[src/rtl/e_4_pkg.sv]
// Shared types and constants for the e_4 parallel-in/serial-out transmitter.
package e_4_pkg;

    localparam int unsigned DEFAULT_WIDTH = 4;
    localparam logic        START_BIT     = 1'b0;
    localparam logic        STOP_BIT      = 1'b1;

    typedef enum logic [1:0] {
        IDLE  = 2'd0,
        START = 2'd1,
        DATA  = 2'd2,
        STOP  = 2'd3
    } state_t;

endpackage

[src/rtl/e_4_fifo.sv]
// Small synchronous word FIFO; a push into an empty FIFO that is popped in the
// same cycle passes straight through without being stored.
module e_4_fifo
    import e_4_pkg::*;
#(
    parameter  int unsigned WIDTH = DEFAULT_WIDTH,
    parameter  int unsigned DEPTH = 2,
    localparam int unsigned CW    = $clog2(DEPTH + 1),
    localparam int unsigned PW    = (DEPTH > 1) ? $clog2(DEPTH) : 1
) (
    input  logic             clk,
    input  logic             rst_n,
    input  logic             i_push,
    input  logic [WIDTH-1:0] i_wdata,
    input  logic             i_pop,
    output logic [WIDTH-1:0] o_rdata_c,
    output logic             o_full_c,
    output logic             o_empty_c,
    output logic [CW-1:0]    o_count
);

    logic [WIDTH-1:0] r_mem [2**PW];
    logic [PW-1:0]    r_wr_ptr;
    logic [PW-1:0]    r_rd_ptr;
    logic [CW-1:0]    r_count;
    logic             w_bypass;
    logic             w_wr;
    logic             w_rd;

    function automatic logic [PW-1:0] ptr_inc(input logic [PW-1:0] p);
        return (p == PW'(DEPTH - 1)) ? '0 : p + PW'(1);
    endfunction

    assign o_full_c  = (r_count == CW'(DEPTH));
    assign o_empty_c = (r_count == '0);
    assign o_count   = r_count;
    assign w_bypass  = i_push && i_pop && o_empty_c;
    assign w_wr      = i_push && !o_full_c && !w_bypass;
    assign w_rd      = i_pop && !o_empty_c;
    assign o_rdata_c = o_empty_c ? i_wdata : r_mem[r_rd_ptr];

    // Word storage; contents are don't-care until written, so no reset.
    always_ff @(posedge clk) begin
        if (w_wr) begin
            r_mem[r_wr_ptr] <= i_wdata;
        end
    end

    // Pointers and occupancy; simultaneous push and pop keep the count.
    always_ff @(posedge clk or negedge rst_n) begin
        if (!rst_n) begin
            r_wr_ptr <= '0;
            r_rd_ptr <= '0;
            r_count  <= '0;
        end else begin
            if (w_wr) begin
                r_wr_ptr <= ptr_inc(r_wr_ptr);
            end
            if (w_rd) begin
                r_rd_ptr <= ptr_inc(r_rd_ptr);
            end
            case ({w_wr, w_rd})
                2'b10:   r_count <= r_count + CW'(1);
                2'b01:   r_count <= r_count - CW'(1);
                default: r_count <= r_count;
            endcase
        end
    end

endmodule

[src/rtl/e_4_piso_tx.sv]
// Buffered parallel-in/serial-out transmitter: start bit, WIDTH data bits,
// stop bit, one bit per clock, frames back to back while words are queued.
module e_4_piso_tx
    import e_4_pkg::*;
#(
    parameter int unsigned WIDTH     = DEFAULT_WIDTH,
    parameter bit          MSB_FIRST = 1'b1,
    parameter int unsigned DEPTH     = 2
) (
    input  logic             clk,
    input  logic             rst,
    input  logic [WIDTH-1:0] pi,
    input  logic             pi_valid,
    output logic             pi_ready,
    output logic             so,
    output logic             so_frame,
    output logic             busy,
    output logic             done
);

    localparam int unsigned CNT_W = $clog2(WIDTH);
    localparam int unsigned CW    = $clog2(DEPTH + 1);

    state_t           r_state;
    state_t           w_next_state;
    logic [WIDTH-1:0] r_shift;
    logic [CNT_W-1:0] r_cnt;

    logic [WIDTH-1:0] w_shift_nxt;
    logic [CNT_W-1:0] w_cnt_nxt;
    logic             w_so_nxt;
    logic             w_frame_nxt;
    logic             w_done_nxt;

    logic             w_push;
    logic             w_pop;
    logic             w_avail;
    logic [WIDTH-1:0] w_rdata;
    logic             w_full;
    logic             w_empty;
    logic [CW-1:0]    w_count;
    logic             w_head;
    logic [WIDTH-1:0] w_shifted;

    e_4_fifo #(
        .WIDTH (WIDTH),
        .DEPTH (DEPTH)
    ) u_fifo (
        .clk       (clk),
        .rst_n     (rst),
        .i_push    (w_push),
        .i_wdata   (pi),
        .i_pop     (w_pop),
        .o_rdata_c (w_rdata),
        .o_full_c  (w_full),
        .o_empty_c (w_empty),
        .o_count   (w_count)
    );

    // Ready is decoded directly so it drops the moment reset asserts.
    assign pi_ready  = rst && !w_full;
    assign w_push    = pi_valid && pi_ready;
    // A word arriving this cycle can start a frame immediately.
    assign w_avail   = !w_empty || w_push;
    assign w_head    = MSB_FIRST ? r_shift[WIDTH-1] : r_shift[0];
    assign w_shifted = MSB_FIRST ? {r_shift[WIDTH-2:0], 1'b0} : {1'b0, r_shift[WIDTH-1:1]};

    // Next state and next values of the serial outputs and shifter.
    always_comb begin
        w_next_state = r_state;
        w_pop        = 1'b0;
        w_shift_nxt  = r_shift;
        w_cnt_nxt    = r_cnt;
        w_so_nxt     = STOP_BIT;
        w_frame_nxt  = 1'b0;
        w_done_nxt   = 1'b0;
        unique case (r_state)
            IDLE: begin
                if (w_avail) begin
                    w_next_state = START;
                    w_pop        = 1'b1;
                    w_shift_nxt  = w_rdata;
                    w_so_nxt     = START_BIT;
                end
            end
            START: begin
                w_next_state = DATA;
                w_cnt_nxt    = '0;
                w_so_nxt     = w_head;
                w_frame_nxt  = 1'b1;
                w_shift_nxt  = w_shifted;
            end
            DATA: begin
                if (r_cnt == CNT_W'(WIDTH - 1)) begin
                    w_next_state = STOP;
                    w_so_nxt     = STOP_BIT;
                    w_done_nxt   = 1'b1;
                end else begin
                    w_cnt_nxt   = r_cnt + CNT_W'(1);
                    w_so_nxt    = w_head;
                    w_frame_nxt = 1'b1;
                    w_shift_nxt = w_shifted;
                end
            end
            STOP: begin
                if (w_avail) begin
                    w_next_state = START;
                    w_pop        = 1'b1;
                    w_shift_nxt  = w_rdata;
                    w_so_nxt     = START_BIT;
                end else begin
                    w_next_state = IDLE;
                end
            end
            default: w_next_state = IDLE;
        endcase
    end

    // State, shifter and registered line outputs; reset aborts any frame.
    always_ff @(posedge clk or negedge rst) begin
        if (!rst) begin
            r_state  <= IDLE;
            r_shift  <= '0;
            r_cnt    <= '0;
            so       <= STOP_BIT;
            so_frame <= 1'b0;
            busy     <= 1'b0;
            done     <= 1'b0;
        end else begin
            r_state  <= w_next_state;
            r_shift  <= w_shift_nxt;
            r_cnt    <= w_cnt_nxt;
            so       <= w_so_nxt;
            so_frame <= w_frame_nxt;
            busy     <= (w_next_state != IDLE) || (w_count != '0);
            done     <= w_done_nxt;
        end
    end

endmodule

[config.mk]
export PLATFORM = sky130hd
export DESIGN_NAME = e_4_piso_tx
export DESIGN_NICKNAME = d
export VERILOG_FILES = /design/src/rtl/e_4_pkg.sv /design/src/rtl/e_4_fifo.sv /design/src/rtl/e_4_piso_tx.sv
export SDC_FILE = /design/constraint.sdc
export NUM_CORES = 1
export LEC_CHECK = 0
export BUFFER_PORTS_ARGS = -buffer_cell sky130_fd_sc_hd__buf_2
export CORE_MARGIN = 5
export CORE_UTILIZATION = 60
export DETAILED_ROUTE_END_ITERATION = 8
export PLACE_DENSITY = 0.82
export SETUP_SLACK_MARGIN = 0.15
export SYNTH_ARGS = -nofsm -noshare
export SYNTH_HDL_FRONTEND = slang
export SYNTH_SLANG_ARGS = --single-unit
[constraint.sdc]
create_clock -name clk -period 3.01 [get_ports clk]
set_input_delay 0.602 -clock clk [delete_from_list [all_inputs] [get_ports clk]]
set_output_delay 0.602 -clock clk [all_outputs]
set_load 0.02 [all_outputs]
==> flow_summary.ini <==
[logic_synthesis]
ys_warn_count = 0
synth-seq-cells = 24
synth_flop_cell = dfrtp_1
avgSynthCellArea_um2 = 12.46
synth.area.top_cells = dfrtp_1, edfxtp_1, ha_1, mux2_2, mux2i_1
synth_fp_nets = 105
synth_cell_types = 32
synth_top_area_frac = 0.3275
synthArstFlopShare = 0.6667
netlist_area_um2 = 1146
seq_area_frac_synth = 0.5600
syn_inst = 92
synth.largest_area_cell = dfrtp_1
synth_edf_count = 8

[sta]
rsz0062_at_grt = false
min_period_ns = 2.085
clock.fmax_mhz = 479.5
slew_violations = 0
whs_ns = 0.1908
relSlewSlack = 0.7039
worst_slew_pin_slew_ns = 0.4442
period_share = 0.6928
hold_viol_final = 0
fin_setup_tns_ns = 0
finalClockSkew_ns = 0.003242
setup_viol = 0

[power_and_ir_drop]
p_clk_frac = 0.102
combPwrFrac = 0.474
swShare = 0.3897
p_leak_nw = 0.5448
p_seq_frac = 0.424
total_power_mw = 1.329
netSwitchingPower_uw = 518.0
internal-power_uw = 811.3
ir_drop_mv = 0.7107
power_density_nw_per_um2 = 1083

[critical_path]
startpoint_type = register
regToRegSetupSlack_ns = 0.92
r2r_end = u_fifo.o_count[1]
crit_required_ns = 3.25
setup.worst_path.end_class = register
endpoint = u_fifo.o_count[1]
crit_start = r_state[0]
critical_path_arrival_ns = 2.33
cp_max_fo = 15
r2r_cells = 7
worstSetupPathType = reg -> reg
r2r-start = r_state[0]

[global_routing]
antenna_found_initial = 0
grt_pass1_wl_um = 3174
first_global_vias = 777
gr-usage-met3 = 0.03324
grt_util_met2 = 0.3024
use_met1 = 0.1577
track_usage = 0.1596
grt-ovfl-total = 0
grt_max_degree = 19
top_usage_layer = met2

[route]
wl_um = 1776
drt_iter0_drc = 1
antenna_left = 0
drt_pass1_iterations = 2
num_vias = 687
drc = 0
viasPerCell = 5.367
wl_per_cell_um = 13.88

[die]
die_w_um = 53.71
die-area_um2 = 2884
ios = 12
coreArea_um2 = 1764
die_y_um = 53.71
rows = 15
initial_core_util = 0.6496

[cells_and_area]
mostFrequentLayoutCell = dfrtp_1
area_growth_pct = 7.096
antenna_cells = 0
mostFrequentLayoutCells = dfrtp_1, buf_2, inv_1, edfxtp_1, ha_1
drive_above_1_share = 0.2136
nets = 117
fillCellCount = 142
fin_util = 0.6957

[clock_tree]
worstSkewPairLatency_ns = 0.31
path_clk_slew_ns = 0.12
ctsHtreeMaxLevel = 1
cts_sinks = 24
cts_made_buffers = 3
ctsHoldBuffers = 0
cts_tree = yes
ctsResizeCount = 0
post_cts_buffers = 0
cts_root_buf = clkbuf_4
clockBufferDepth = 2

[place]
gp_congestion = 0.7787
io_buffers = 11
dpl.hpwl_um = 1352

[flow_run]
maxCapViolations = 0

[hold_path]
min_path_type = in -> async

[status]
outcome = finished, final reports clean
==> cell type report <==
class | count | area [um2] | area share
Sequential cell | 24 | 641.9 | 0.5229
Multi-Input combinational cell | 56 | 442.9 | 0.3609
Timing Repair Buffer | 11 | 55.05 | 0.04485
Tap cell | 25 | 31.28 | 0.02548
Inverter | 8 | 30.03 | 0.02446
Clock buffer | 3 | 22.52 | 0.01835
Clock inverter | 1 | 3.754 | 0.003058
==> through the flow <==
stage / cells / setup WS, ns / instance area, um2
after floorplan: 92 / 1.151 / 1146
after global placement: 124 / 0.9740 / 1201
after detailed placement: 124 / 0.9309 / 1201
after CTS: 128 / 0.9034 / 1227
after global routing: 128 / 0.7381 / 1227
final: 128 / 0.9246 / 1227
==> critical path, cell delays in order (launching register included) <==
cell and delay (ns):
dfrtp_1 0.41, inv_1 0.08, ha_1 0.57, o21bai_2 0.27
inv_1 0.09, ha_1 0.33, nor2_1 0.13, xor2_1 0.14
==> kinds of logic after synthesis <==
kind of cell	Yosys count	synth area share
muxes	8	0.07423
adders and majority gates	6	0.06550
and+or+nand+nor	20	0.1026
AOI/OAI and AO/OA	17	0.1059
buffers and inverters	12	0.05349
DFF	24	0.5600
xor gates and xnor gates	5	0.03821
==> synthesized netlist by cell type, drive strengths merged (3+ instances only) <==
cell type / n
xnor2: 4
or4b: 3
nor2: 5
edfxtp: 8
o22ai: 3
ha: 6
nand2: 5
dfrtp: 15
buf: 3
a21oi: 3
inv: 8
mux2i: 4
mux2: 4
o211ai: 3
==> how the worst min path moves through the flow <==
stage	slack, ns	end	depth (start not counted)
floorplan	0.31	busy	0
global placement	0.48	u_fifo.r_wr_ptr	1
detailed placement	0.50	r_shift[3]	1
CTS	0.19	done	1
global route	0.21	r_shift[1]	1
finish	0.19	u_fifo.o_count[0]	1
==> flip-flops by register name (all words and copies together), names as in the netlist <==
name             flops
u_fifo.r_mem         8
r_shift              4
r_cnt                2
r_state              2
u_fifo.o_count       2
busy                 1
done                 1
so                   1
so_frame             1
u_fifo.r_rd_ptr      1
u_fifo.r_wr_ptr      1
==> power by group through the flow <==
| stage | Combinational (mW) | Clock (mW) | Sequential [mW] |
|---|---|---|---|
| 2_1_floorplan | 0.570 | 0 | 0.533 |
| 5_1_grt | 0.716 | 0.158 | 0.582 |
| 6_report | 0.630 | 0.135 | 0.564 |
| 3_5_place_dp | 0.637 | 0 | 0.572 |
| 3_3_place_gp | 0.608 | 0 | 0.565 |
| 4_1_cts | 0.641 | 0.141 | 0.565 |
==> metal layers <==
layer,vias up,part of all wire
li1,343,-
met1,332,0.41
met2,10,0.53
met3,2,0.041
met4,0,0.0096
met5,-,0
Note: power is estimated with default switching activity, not from simulation.
